`src/rtl/conv_sched_pkg.sv`:
```
// Shared state encoding and sizing constants for the 3x3 convolution sequencer.
package conv_sched_pkg;
    localparam int K     = 3;
    localparam int TAPS  = 9;
    localparam int PIX_W = 8;

    typedef enum logic [2:0] {
        IDLE, LOAD_W, FILL, SHIFT, WAIT, CALC, EMIT, DONE
    } state_t;
endpackage

```
`src/rtl/conv_win_shift.sv`:
```
// Column staging plus 3x3 window register; a completed column shifts in from the right.
module conv_win_shift
    import conv_sched_pkg::*;
(
    input  logic                  clk,
    input  logic                  rst,
    input  logic                  shift_en,
    input  logic                  commit,
    input  logic [PIX_W-1:0]      pix,
    output logic [TAPS*PIX_W-1:0] win_data
);
    logic [K-1:0][PIX_W-1:0] stg, col_nxt;

    // Pixels of a column arrive top to bottom; the newest lands in the bottom slot.
    assign col_nxt = {pix, stg[K-1:1]};

    always_ff @(posedge clk) begin
        if (rst)           stg <= '0;
        else if (shift_en) stg <= col_nxt;
    end

    for (genvar r = 0; r < K; r++) begin : g_row
        logic [K-1:0][PIX_W-1:0] row_q;

        always_ff @(posedge clk) begin
            if (rst)
                row_q <= '0;
            else if (shift_en && commit)
                row_q <= {col_nxt[r], row_q[K-1:1]};
        end

        assign win_data[r*K*PIX_W +: K*PIX_W] = row_q;
    end
endmodule

```
`src/rtl/conv_3x3_sched.sv`:
```
// Sequencer for a 3x3 valid convolution over a single-port pixel SRAM.
// Optional CONV_SCHED_PERF_EN adds stall_cnt, a saturating count of output stall cycles.
module conv_3x3_sched
    import conv_sched_pkg::*;
#(
    parameter int IMG_W  = 8,
    parameter int IMG_H  = 8,
    parameter int ADDR_W = 6
) (
    input  logic                  clk,
    input  logic                  rst,
    input  logic                  start,
    output logic                  busy,
    output logic                  done,
    input  logic                  wgt_valid,
    input  logic [PIX_W-1:0]      wgt_data,
    output logic                  wgt_ready,
    output logic                  pix_rd,
    output logic [ADDR_W-1:0]     pix_addr,
    input  logic [PIX_W-1:0]      pix_data,
    output logic [TAPS*PIX_W-1:0] win_data,
    output logic [TAPS*PIX_W-1:0] win_weight,
    input  logic [PIX_W-1:0]      conv_ans,
    output logic                  out_valid,
    output logic [PIX_W-1:0]      out_data,
    input  logic                  out_ready
`ifdef CONV_SCHED_PERF_EN
    ,
    output logic [15:0]           stall_cnt
`endif
);
    localparam logic [ADDR_W-1:0] ROW_STEP = ADDR_W'(IMG_W);
    localparam logic [ADDR_W-1:0] COL_BACK = ADDR_W'(2*IMG_W - 1);
    localparam logic [ADDR_W-1:0] COL_LAST = ADDR_W'(IMG_W - 3);
    localparam logic [ADDR_W-1:0] ROW_LAST = ADDR_W'(IMG_H - 3);
    localparam logic [1:0]        SEL_LAST = 2'(K - 1);

    state_t                     state;
    logic [3:0]                 wcnt;
    logic [1:0]                 rsel, csel;
    logic [ADDR_W-1:0]          orow, ocol, rowbase;
    logic [TAPS-1:0][PIX_W-1:0] wgt;
    logic                       cap, cap_cmt;

    assign win_weight = wgt;

    conv_win_shift u_win (
        .clk      (clk),
        .rst      (rst),
        .shift_en (cap),
        .commit   (cap_cmt),
        .pix      (pix_data),
        .win_data (win_data)
    );

    // SRAM data lags the strobe by one cycle; the last row of a column commits it.
    always_ff @(posedge clk) begin
        if (rst) begin
            cap     <= 1'b0;
            cap_cmt <= 1'b0;
        end else begin
            cap     <= pix_rd;
            cap_cmt <= pix_rd && (rsel == SEL_LAST);
        end
    end

    always_ff @(posedge clk) begin
        if (rst) begin
            state     <= IDLE;
            busy      <= 1'b0;
            done      <= 1'b0;
            wgt_ready <= 1'b0;
            pix_rd    <= 1'b0;
            pix_addr  <= '0;
            out_valid <= 1'b0;
            out_data  <= '0;
            wcnt      <= '0;
            rsel      <= '0;
            csel      <= '0;
            orow      <= '0;
            ocol      <= '0;
            rowbase   <= '0;
            wgt       <= '0;
        end else begin
            done <= 1'b0;
            case (state)
                IDLE: if (start) begin
                    state     <= LOAD_W;
                    busy      <= 1'b1;
                    wgt_ready <= 1'b1;
                    wcnt      <= '0;
                end
                LOAD_W: if (wgt_valid && wgt_ready) begin
                    wgt[wcnt] <= wgt_data;
                    if (wcnt == 4'(TAPS - 1)) begin
                        wgt_ready <= 1'b0;
                        orow      <= '0;
                        ocol      <= '0;
                        rowbase   <= '0;
                        pix_addr  <= '0;
                        pix_rd    <= 1'b1;
                        rsel      <= '0;
                        csel      <= '0;
                        state     <= FILL;
                    end else begin
                        wcnt <= wcnt + 4'd1;
                    end
                end
                // Column-major walk: down a column, then back to the top of the next one.
                FILL: if (rsel == SEL_LAST) begin
                    rsel <= '0;
                    if (csel == SEL_LAST) begin
                        csel   <= '0;
                        pix_rd <= 1'b0;
                        state  <= WAIT;
                    end else begin
                        csel     <= csel + 2'd1;
                        pix_addr <= pix_addr - COL_BACK;
                    end
                end else begin
                    rsel     <= rsel + 2'd1;
                    pix_addr <= pix_addr + ROW_STEP;
                end
                SHIFT: if (rsel == SEL_LAST) begin
                    rsel   <= '0;
                    pix_rd <= 1'b0;
                    state  <= WAIT;
                end else begin
                    rsel     <= rsel + 2'd1;
                    pix_addr <= pix_addr + ROW_STEP;
                end
                WAIT: state <= CALC;
                CALC: begin
                    out_data  <= conv_ans;
                    out_valid <= 1'b1;
                    state     <= EMIT;
                end
                EMIT: if (out_ready) begin
                    out_valid <= 1'b0;
                    if (ocol < COL_LAST) begin
                        ocol     <= ocol + 1'b1;
                        pix_addr <= rowbase + ocol + ADDR_W'(3);
                        pix_rd   <= 1'b1;
                        state    <= SHIFT;
                    end else if (orow < ROW_LAST) begin
                        orow     <= orow + 1'b1;
                        ocol     <= '0;
                        rowbase  <= rowbase + ROW_STEP;
                        pix_addr <= rowbase + ROW_STEP;
                        pix_rd   <= 1'b1;
                        csel     <= '0;
                        state    <= FILL;
                    end else begin
                        done  <= 1'b1;
                        state <= DONE;
                    end
                end
                DONE: begin
                    busy  <= 1'b0;
                    state <= IDLE;
                end
                default: state <= IDLE;
            endcase
        end
    end

`ifdef CONV_SCHED_PERF_EN
    always_ff @(posedge clk) begin
        if (rst || (state == IDLE && start))
            stall_cnt <= '0;
        else if (out_valid && !out_ready && stall_cnt != 16'hFFFF)
            stall_cnt <= stall_cnt + 16'd1;
    end
`endif
endmodule

```
`config.mk`:
```
export PLATFORM = sky130hd
export DESIGN_NAME = conv_3x3_sched
export DESIGN_NICKNAME = d
export VERILOG_FILES = /design/src/rtl/conv_sched_pkg.sv /design/src/rtl/conv_win_shift.sv /design/src/rtl/conv_3x3_sched.sv
export SDC_FILE = /design/constraint.sdc
export NUM_CORES = 1
export LEC_CHECK = 0
export CORE_AREA = 5 5 117 164
export CTS_BUF_LIST = sky130_fd_sc_hd__clkbuf_8
export DETAILED_ROUTE_END_ITERATION = 8
export DIE_AREA = 0 0 122 169
export PLACE_DENSITY = 0.78
export SYNTH_ARGS = -nofsm -noshare
export SYNTH_HDL_FRONTEND = slang
export SYNTH_HIERARCHICAL = 1
export SYNTH_SLANG_ARGS = --single-unit
```
`constraint.sdc`:
```
create_clock -name clk -period 2.52 [get_ports clk]
set_clock_uncertainty 0.2 [all_clocks]
set_input_delay 0.378 -clock clk [delete_from_list [all_inputs] [get_ports clk]]
set_output_delay 0.378 -clock clk [all_outputs]
set_load 0.02 [all_outputs]
```
==> results of run 1 <==
power breakdown:
group	switching, W	leakage, nW	total, W	internal, W
sequential	0.0000217	1.67	0.00332	0.00330
combinational	0.000202	1.86	0.000360	0.000158
clock	0.00126	0.380	0.00275	0.00149
through the flow:
step / hold slack, ps / cell area (µm²) / power [W] / worst slack, ps
finish: 50.9 / 11400 / 0.00643 / 254
global route: 30.6 / 11400 / 0.00668 / 51.8
CTS: 18.5 / 11400 / 0.00650 / 217
detailed placement: 247 / 10700 / 0.00375 / 47.8
global placement: 241 / 10700 / 0.00375 / 84.9
floorplan: 252 / 8590 / 0.00360 / 199
Yosys cell counts (all sizes together) (2+ instances only):
cell type and number:
dfxtp 207, nand2 141, a21oi 102, nand2b 77
mux2i 76, nor2 50, clkbuf 46, nand3 39
o21ai 38, buf 26, nand4b 25, ha 18
nor3 13, inv 12, and2 10, xnor2 8
nand3b 6, nor2b 6, a31oi 5, or3 5
a211oi 4, a41oi 4, o22ai 4, xor2 4
and3b 3, nand4 2, nor3b 2, or2 2
or3b 2
state kept, by name (all words and copies together), names as in the netlist:
signal          cells
cap_cmt             1
win_weight         72
u_win/win_data     72
pix_rd              1
out_valid           1
rowbase             3
state               3
out_data            8
busy                1
done                1
csel                2
u_win/col_nxt      16
rsel                2
ocol                6
orow                6
cap                 1
wcnt                4
wgt_ready           1
pix_addr            6
critical path: cells and delay by family (launching register included):
family / cells / cell delay [ps]
flops: 1 / 420
xor+xnor: 2 / 340
compound gates: 3 / 520
fa+ha+maj: 2 / 600
mux: 1 / 100
cell type report:
class	count	area, µm²	share of cell area (%)
tap	240	300	2.64
inverter	12	45.0	0.397
timing repair buffer	220	2180	19.2
clock buffer	39	537	4.73
clock inverter	19	106	0.937
sequential	207	4150	36.5
multi-input combinational	662	4040	35.6
cells by family after synthesis:
logic type               synth area share (%)
AO/OA/AOI/OAI                            10.7
adder cells (fa/ha/maj)                  2.86
AND/OR/NAND/NOR                          23.2
multiplexers                             8.99
flip-flops                               48.3
buffers and inverters                    4.75
XOR/XNOR                                 1.22
metal layers:
metal	GRT usage (%)	part of all wire, %	vias up
met5	0	0	-
met4	6.83	2.1	0
met3	5.18	7.8	39
met2	38.3	51	235
met1	24.3	40	3419
li1	-	-	3620
timing repair:
item | in CTS | in global routing
hold endpoints to repair | 0 | 0
hold buffers | 0 | 0
endpoints found under the setup margin | 0 | 2
resized for setup | 0 | 1
final timing paths:
kind	from	to	slack, ps	cells after the start
min reg2reg	win_weight[47]$_SDFFE_PP0P_	win_weight[47]$_SDFFE_PP0P_	250	2
max reg2reg	ocol[4]$_SDFFE_PP0P_	pix_addr[5]$_SDFFE_PP0P_	250	8
max	ocol[4]$_SDFFE_PP0P_	pix_addr[5]$_SDFFE_PP0P_	250	8
min	rst	u_win/col_nxt[15]$_SDFFE_PP0P_	50	2
==> reports/results.tsv, run 1 <==
stage	metric	value	unit
floorplanning	DIE AREA	20600	µm²
floorplanning	Starting Density	48.7	%
yosys	mean area per synthesized cell	9.01	µm²
clocking	CTS Buf Count	31	
yosys	cells after synthesis	953	
finish	fillers	1497	
floorplanning	Die Y	169	µm
sta	fmax	441	MHz
finish	most frequent cells in the layout	dfxtp_1, clkdlybuf4s50_1, nand2_1	
critical_path	CP required	2780	ps
sta	# setup viols final	0	
finish	Antenna Cells	0	
floorplanning	Die Width	122	µm
floorplanning	cell row count	58	
critical_path	Crit path largest cell delay	420	ps
clocking	Root Buffer	clkbuf_8	
placed_design	RD Place Congestion	0.872	
clocking	clock tree sinks	207	
finish	share of layout cells above drive strength 1	7.33	%
global_route	pin count of the biggest net entering global routing	75	
sta	final hold violation count	0	
global_route	number of global-route vias before repair	7228	
critical_path	Max FO, Critical Path	5	
yosys	main area contributors after synthesis	dfxtp_1, mux2i_1, nand2_1, a21oi_1, nand2b_1	
pwr	leak pwr	3.91	nW
run_status	status	finished, final reports clean	
yosys	Netlist Area Pre-Place	8590	µm²
yosys	FFs w/ async S/R, synth	0	%
floorplanning	Core ar.	17600	µm²
placed_design	DPL Wire Length	15800	µm
clocking	Max Buffers Root-to-Sink	3	
sta	setup TNS	0	ps
sta	RSZ-0062 raised after global routing	no	
drt	WL final	22600	µm
clocking	clock transition at the registers of the reported paths	60	ps
drt	vias per cell	5.23	
sta	Slew HR	58.6	%
yosys	Yosys reg bits	207	
placed_design	cell total after placement	1341	
critical_path	Setup CP Type	reg2reg	
critical_path	CP Data Arrival Time	2520	ps
finish	final core occ	64.4	%
yosys	post-synth top area share	48.3	%
sta	fin crit period	2270	ps
yosys	syn_nets	1001	
global_route	initial antenna violation count	0	
drt	via count	7313	
critical_path	CP cell instances	ha_1 > ha_1 > a31oi_1 > xnor2_1 > mux2i_1 > xnor2_1 > a22oi_1 > o31ai_1	
sta	period utilization	89.9	%
yosys	Yosys cell types	55	
pwr	maximum VDD drop	0.447	mV
yosys	post-synthesis sequential area ratio	48.3	%
clocking	Post-CTS Setup Inserts	0	
sta	Worst-Margin Slew	619	ps
critical_path	slowest CP cell	dfxtp_1	
drt	wire length per cell	16.2	µm
clocking	CTS tree	done	
clocking	# H-tree levels	1	
drt	# DRC	0	
run	max_cap viols	0	
drt	1st-pass router iterations	5	
floorplanning	Ports	192	
pwr	Pwr Density	566	nW/µm²
drt	Detail Route Antenna Nets	0	
placed_design	count of port buffers added during placement	191	
sta	Pins Over Slew Limit	0	
critical_path	Worst setup EP type	register	
drt	DR iter-0 viols	403	
finish	most common cell after layout, fill and taps aside	dfxtp_1	
clocking	clk_lat worst skew	550	ps
critical_path	CP Launch Type	register	
yosys	Post-synth EDFFs	0	
finish	Area growth, synth to finish	32.2	%
finish	fin cells	1399	
global_route	grt total ovfl	0	
finish	nets@finish	1182	
yosys	Main synth FF type	dfxtp_1	
hold_path	HP Class	in2reg	
global_route	GRT Overall Usage	21.2	%
yosys	yosys warns	6	
yosys	Yosys top cell by area	dfxtp_1	
global_route	first-pass GRT wire length	36000	µm
Note: power is estimated with default switching activity, not from simulation.
==> run 2, diff against run 1 <==
- CORE_AREA: 5 5 117 164 -> 3 3 115 162
- DIE_AREA: 0 0 122 169 -> 0 0 118 165
==> reports/results.tsv, run 2 (synthesized netlist as in run 1, its figures left out) <==
stage	metric	value	unit
critical_path	slowest CP cell	dfxtp_1	
critical_path	CP cell instances	inv_1 > ha_1 > nand3b_1 > a31oi_1 > nor3_1 > nand4_1 > xor2_1 > a211oi_1	
pwr	maximum VDD drop	0.475	mV
run_status	status	finished, final reports clean	
critical_path	Worst setup EP type	register	
clocking	# H-tree levels	1	
hold_path	Hold Path End	out_data[4]$_SDFFE_PP0P_	
critical_path	Setup CP Type	reg2reg	
clocking	clk_lat worst skew	560	ps
drt	1st-pass router iterations	5	
sta	# setup viols final	0	
critical_path	Crit path largest cell delay	440	ps
hold_path	hold path start	conv_ans[4]	
global_route	first-pass GRT wire length	35600	µm
clocking	clock transition at the registers of the reported paths	70	ps
critical_path	reg2reg setup slack	210	ps
finish	most common cell after layout, fill and taps aside	dfxtp_1	
global_route	GRT Overall Usage	22.0	%
clocking	clock tree sinks	207	
clocking	Max Buffers Root-to-Sink	3	
drt	via count	7363	
pwr	leak pwr	3.93	nW
clocking	Post-CTS Setup Inserts	0	
finish	Antenna Cells	0	
critical_path	CP required	2780	ps
finish	final core occ	65.7	%
drt	WL final	22300	µm
sta	fin crit period	2310	ps
drt	met2 WL post-DR	11100	µm
floorplanning	Core ar.	17300	µm²
drt	Detail Route Antenna Nets	0	
sta	RSZ-0062 raised after global routing	no	
clocking	CTS tree	done	
placed_design	DPL Wire Length	15500	µm
critical_path	r2r endpoint	wcnt[3]$_SDFFE_PP0P_	
floorplanning	Starting Density	49.5	%
drt	wire length per cell	16.0	µm
critical_path	worst r2r src	wcnt[0]$_SDFFE_PP0P_	
sta	fmax	433	MHz
sta	setup TNS	0	ps
run	max_cap viols	0	
finish	Area growth, synth to finish	32.7	%
critical_path	depth of the worst register-to-register path	8	
floorplanning	Ports	192	
drt	# DRC	0	
sta	Slew HR	59.0	%
sta	final hold violation count	0	
hold_path	HP Class	in2reg	
global_route	initial antenna violation count	0	
drt	vias per cell	5.27	
critical_path	CP top delay family	simple AND/OR/NAND/NOR gates	
sta	Pins Over Slew Limit	0	
global_route	grt total ovfl	0	
critical_path	CP Launch Type	register	
global_route	number of global-route vias before repair	7070	
critical_path	buffers and inverters on the worst path	1	
drt	max layer used	met4	
clocking	CTS Buf Count	30	
floorplanning	Die Width	118	µm
critical_path	Max FO, Critical Path	6	
global_route	pin count of the biggest net entering global routing	62	
drt	wire length on met3	1410	µm
finish	nets@finish	1189	
pwr	Pwr Density	563	nW/µm²
floorplanning	cell row count	57	
placed_design	count of port buffers added during placement	191	
clocking	Root Buffer	clkbuf_8	
floorplanning	DIE AREA	19500	µm²
placed_design	RD Place Congestion	0.823	
sta	period utilization	91.7	%
critical_path	CP Data Arrival Time	2580	ps
hold_path	hold path cells	3	
drt	M1 wire length	9340	µm
sta	Worst-Margin Slew	613	ps
drt	DR iter-0 viols	499	
finish	share of layout cells above drive strength 1	7.75	%
floorplanning	Die Y	165	µm
finish	most frequent cells in the layout	dfxtp_1, clkdlybuf4s50_1, nand2_1	
## run 2: cell count changes in the layout (fill, tap and decap cells not counted), sizes merged
cell	delta
clkinv	-3
dlygate4sd3	+1
inv	-1
buf	+7
clkinvlp	-1
## run 2: repair_timing
item | in CTS | in global routing
hold endpoints to repair | 13 | 0
endpoints found under the setup margin | 0 | 1
gates resized for setup | 0 | 1
hold buffers | 1 | 0
## run 2: where the power goes
part | internal (W) | switching (W) | total, W
registers | 0.00330 | 0.0000213 | 0.00332
clock network | 0.00148 | 0.00125 | 0.00273
logic | 0.000160 | 0.000205 | 0.000365
total | 0.00494 | 0.00147 | 0.00641
## run 2: worst reg2reg max path: cells and delay by family (launching register included)
| family | cells | cell delay, ps |
|---|---|---|
| AO/OA/AOI/OAI | 2 | 390 |
| XOR/XNOR | 1 | 170 |
| adder cells (fa/ha/maj) | 1 | 240 |
| buffers and inverters | 1 | 100 |
| flip-flops | 1 | 440 |
| AND/OR/NAND/NOR | 3 | 680 |
## run 2: area by class of cell
class | instances | area [µm²]
Clock buffer | 39 | 537
Clock inverter | 14 | 85.1
Fill cell | 1450 | 5940
Multi-Input combinational cell | 662 | 4040
Timing Repair Buffer | 228 | 2240
Tap cell | 236 | 295
Inverter | 12 | 45.0
Sequential cell | 207 | 4150
## run 2: how the worst max path moves through the flow
stage,from,to,slack [ps],cells after the start
finish,wcnt[0]$_SDFFE_PP0P_,wcnt[3]$_SDFFE_PP0P_,210,8
global route,wcnt[0]$_SDFFE_PP0P_,wcnt[3]$_SDFFE_PP0P_,70,8
floorplan,ocol[1]$_SDFFE_PP0P_,orow[3]$_SDFFE_PP0P_,200,9
CTS,ocol[1]$_SDFFE_PP0P_,pix_addr[5]$_SDFFE_PP0P_,170,9
global placement,wgt_valid,win_weight[11]$_SDFFE_PP0P_,110,8
detailed placement,wgt_valid,win_weight[49]$_SDFFE_PP0P_,90,7
## run 2: metrics by stage
| step | power [W] | worst slack (ps) | instance area (µm²) | hold slack (ps) | cells |
|---|---|---|---|---|---|
| floorplan | 0.00360 | 199 | 8590 | 252 | 953 |
| global placement | 0.00375 | 110 | 10800 | 241 | 1344 |
| detailed placement | 0.00375 | 90.7 | 10800 | 248 | 1344 |
| CTS | 0.00650 | 174 | 11400 | 138 | 1398 |
| global route | 0.00664 | 74.5 | 11400 | 175 | 1398 |
| finish | 0.00641 | 208 | 11400 | 176 | 1398 |
## run 2: metal layers
layer,vias to the layer above,track usage (%)
met3,45,4.80
met2,235,38.6
met1,3457,26.9
met5,-,0
li1,3626,-
met4,0,7.73
==> run 3, diff against run 2 <==
- CORE_AREA: 3 3 115 162 -> 3 3 113 159
- DIE_AREA: 0 0 118 165 -> 0 0 116 162
- PLACE_DENSITY: 0.78 -> 0.81
==> reports/results.tsv, run 3 (synthesized netlist as in run 1, its figures left out) <==
stage	metric	value	unit
floorplanning	DIE AREA	18800	µm²
global_route	pin count of the biggest net entering global routing	59	
pwr	maximum VDD drop	0.375	mV
sta	Hold WS	182	ps
placed_design	DPL Wire Length	15900	µm
clocking	# H-tree levels	1	
sta	final hold violation count	0	
placed_design	cell total after placement	1310	
run	max_cap viols	0	
sta	period utilization	90.9	%
global_route	grt total ovfl	0	
sta	fmax	437	MHz
sta	Worst-Margin Slew	629	ps
global_route	first-pass GRT wire length	36000	µm
clocking	cts hold-fix bufs	1	
clocking	Root Buffer	clkbuf_8	
critical_path	CP required	2810	ps
finish	Antenna Cells	0	
drt	via count	7397	
sta	fin crit period	2290	ps
pwr	leak pwr	3.93	nW
sta	# setup viols final	0	
critical_path	depth of the worst register-to-register path	8	
floorplanning	Starting Density	51.5	%
finish	most frequent cells in the layout	dfxtp_1, clkdlybuf4s50_1, nand2_1	
hold_path	HP Class	in2reg	
drt	# DRC	0	
drt	WL final	22500	µm
clocking	CTS tree	done	
clocking	Max Buffers Root-to-Sink	3	
pwr	power after layout	0.00637	W
critical_path	Max FO, Critical Path	7	
clocking	Post-CTS Resized	0	
finish	most common cell after layout, fill and taps aside	dfxtp_1	
critical_path	CP Data Arrival Time	2580	ps
finish	final core occ	68.2	%
floorplanning	Die Width	116	µm
critical_path	reg2reg setup slack	230	ps
sta	setup TNS	0	ps
finish	fin cells	1367	
drt	1st-pass router iterations	5	
sta	RSZ-0062 raised after global routing	no	
hold_path	Hold Path End	out_data[4]$_SDFFE_PP0P_	
floorplanning	Die Y	162	µm
critical_path	CP Launch Type	register	
global_route	number of global-route vias before repair	7192	
clocking	CTS Buf Count	31	
global_route	initial antenna violation count	0	
drt	wire length per cell	16.5	µm
critical_path	r2r endpoint	ocol[0]$_SDFFE_PP0P_	
drt	vias per cell	5.41	
critical_path	Worst setup EP type	register	
sta	Pins Over Slew Limit	0	
floorplanning	Ports	192	
drt	Detail Route Antenna Nets	0	
finish	share of layout cells above drive strength 1	7.82	%
hold_path	hold path start	conv_ans[4]	
placed_design	count of port buffers added during placement	191	
hold_path	hold path cells	3	
sta	Slew HR	57.9	%
finish	nets@finish	1189	
floorplanning	Core ar.	16700	µm²
global_route	GRT Overall Usage	23.4	%
clocking	clock tree sinks	207	
pwr	Pwr Density	560	nW/µm²
critical_path	Setup CP Type	reg2reg	
drt	DR iter-0 viols	541	
clocking	Post-CTS Setup Inserts	0	
floorplanning	cell row count	56	
placed_design	RD Place Congestion	0.841	
clocking	clk_lat worst skew	550	ps
run_status	status	finished, final reports clean	
finish	Area growth, synth to finish	32.5	%
clocking	clock transition at the registers of the reported paths	70	ps
critical_path	worst r2r src	ocol[0]$_SDFFE_PP0P_	
==> run 3: worst max path at each step <==
stage | cells after the start | slack (ps) | from | end
final | 8 | 230 | ocol[0]$_SDFFE_PP0P_ | ocol[0]$_SDFFE_PP0P_
after global placement | 8 | 130 | wgt_valid | win_weight[18]$_SDFFE_PP0P_
after global routing | 8 | 30 | ocol[0]$_SDFFE_PP0P_ | ocol[3]$_SDFFE_PP0P_
after detailed placement | 8 | 70 | wgt_valid | win_weight[21]$_SDFFE_PP0P_
after CTS | 8 | 230 | ocol[0]$_SDFFE_PP0P_ | ocol[0]$_SDFFE_PP0P_
after floorplan | 9 | 200 | ocol[1]$_SDFFE_PP0P_ | orow[3]$_SDFFE_PP0P_
==> run 3: report_power, final <==
| part | internal (W) | switching (W) | total, W | leakage (nW) |
|---|---|---|---|---|
| logic | 0.000163 | 0.000207 | 0.000369 | 1.90 |
| clock network | 0.00145 | 0.00124 | 0.00269 | 0.365 |
| registers | 0.00330 | 0.0000185 | 0.00331 | 1.67 |
| total | 0.00490 | 0.00147 | 0.00637 | 3.93 |
==> run 3: worst max-delay path, stage by stage, from the launching register on <==
cell and delay, ps:
dfxtp_1 370, inv_1 80, ha_1 130, nor2b_1 60
or4_1 470, nand2_1 160, a31oi_1 230, or3_1 400
a21oi_1 120
==> run 3: layout make-up <==
cell class | instances | area [µm²]
clock buffers | 41 | 564
clock inverters | 15 | 63.8
inverters | 12 | 45.0
fillers | 1346 | 5300
multi-input cells | 662 | 4040
repair buffers | 227 | 2260
flip-flops and latches | 207 | 4150
well taps | 203 | 254
==> run 3: per-layer routing <==
layer	global-route usage, %	wire length [µm]
met4	8.55	688
met2	41.0	11400
met3	4.70	1480
met1	28.1	8980
met5	0	0
==> run 3: per-stage QoR <==
stage | instance area, µm² | worst slack, ps
4_1_cts | 11400 | 232
2_1_floorplan | 8590 | 199
3_3_place_gp | 10700 | 134
5_1_grt | 11400 | 30.1
3_5_place_dp | 10700 | 72.8
6_report | 11400 | 230
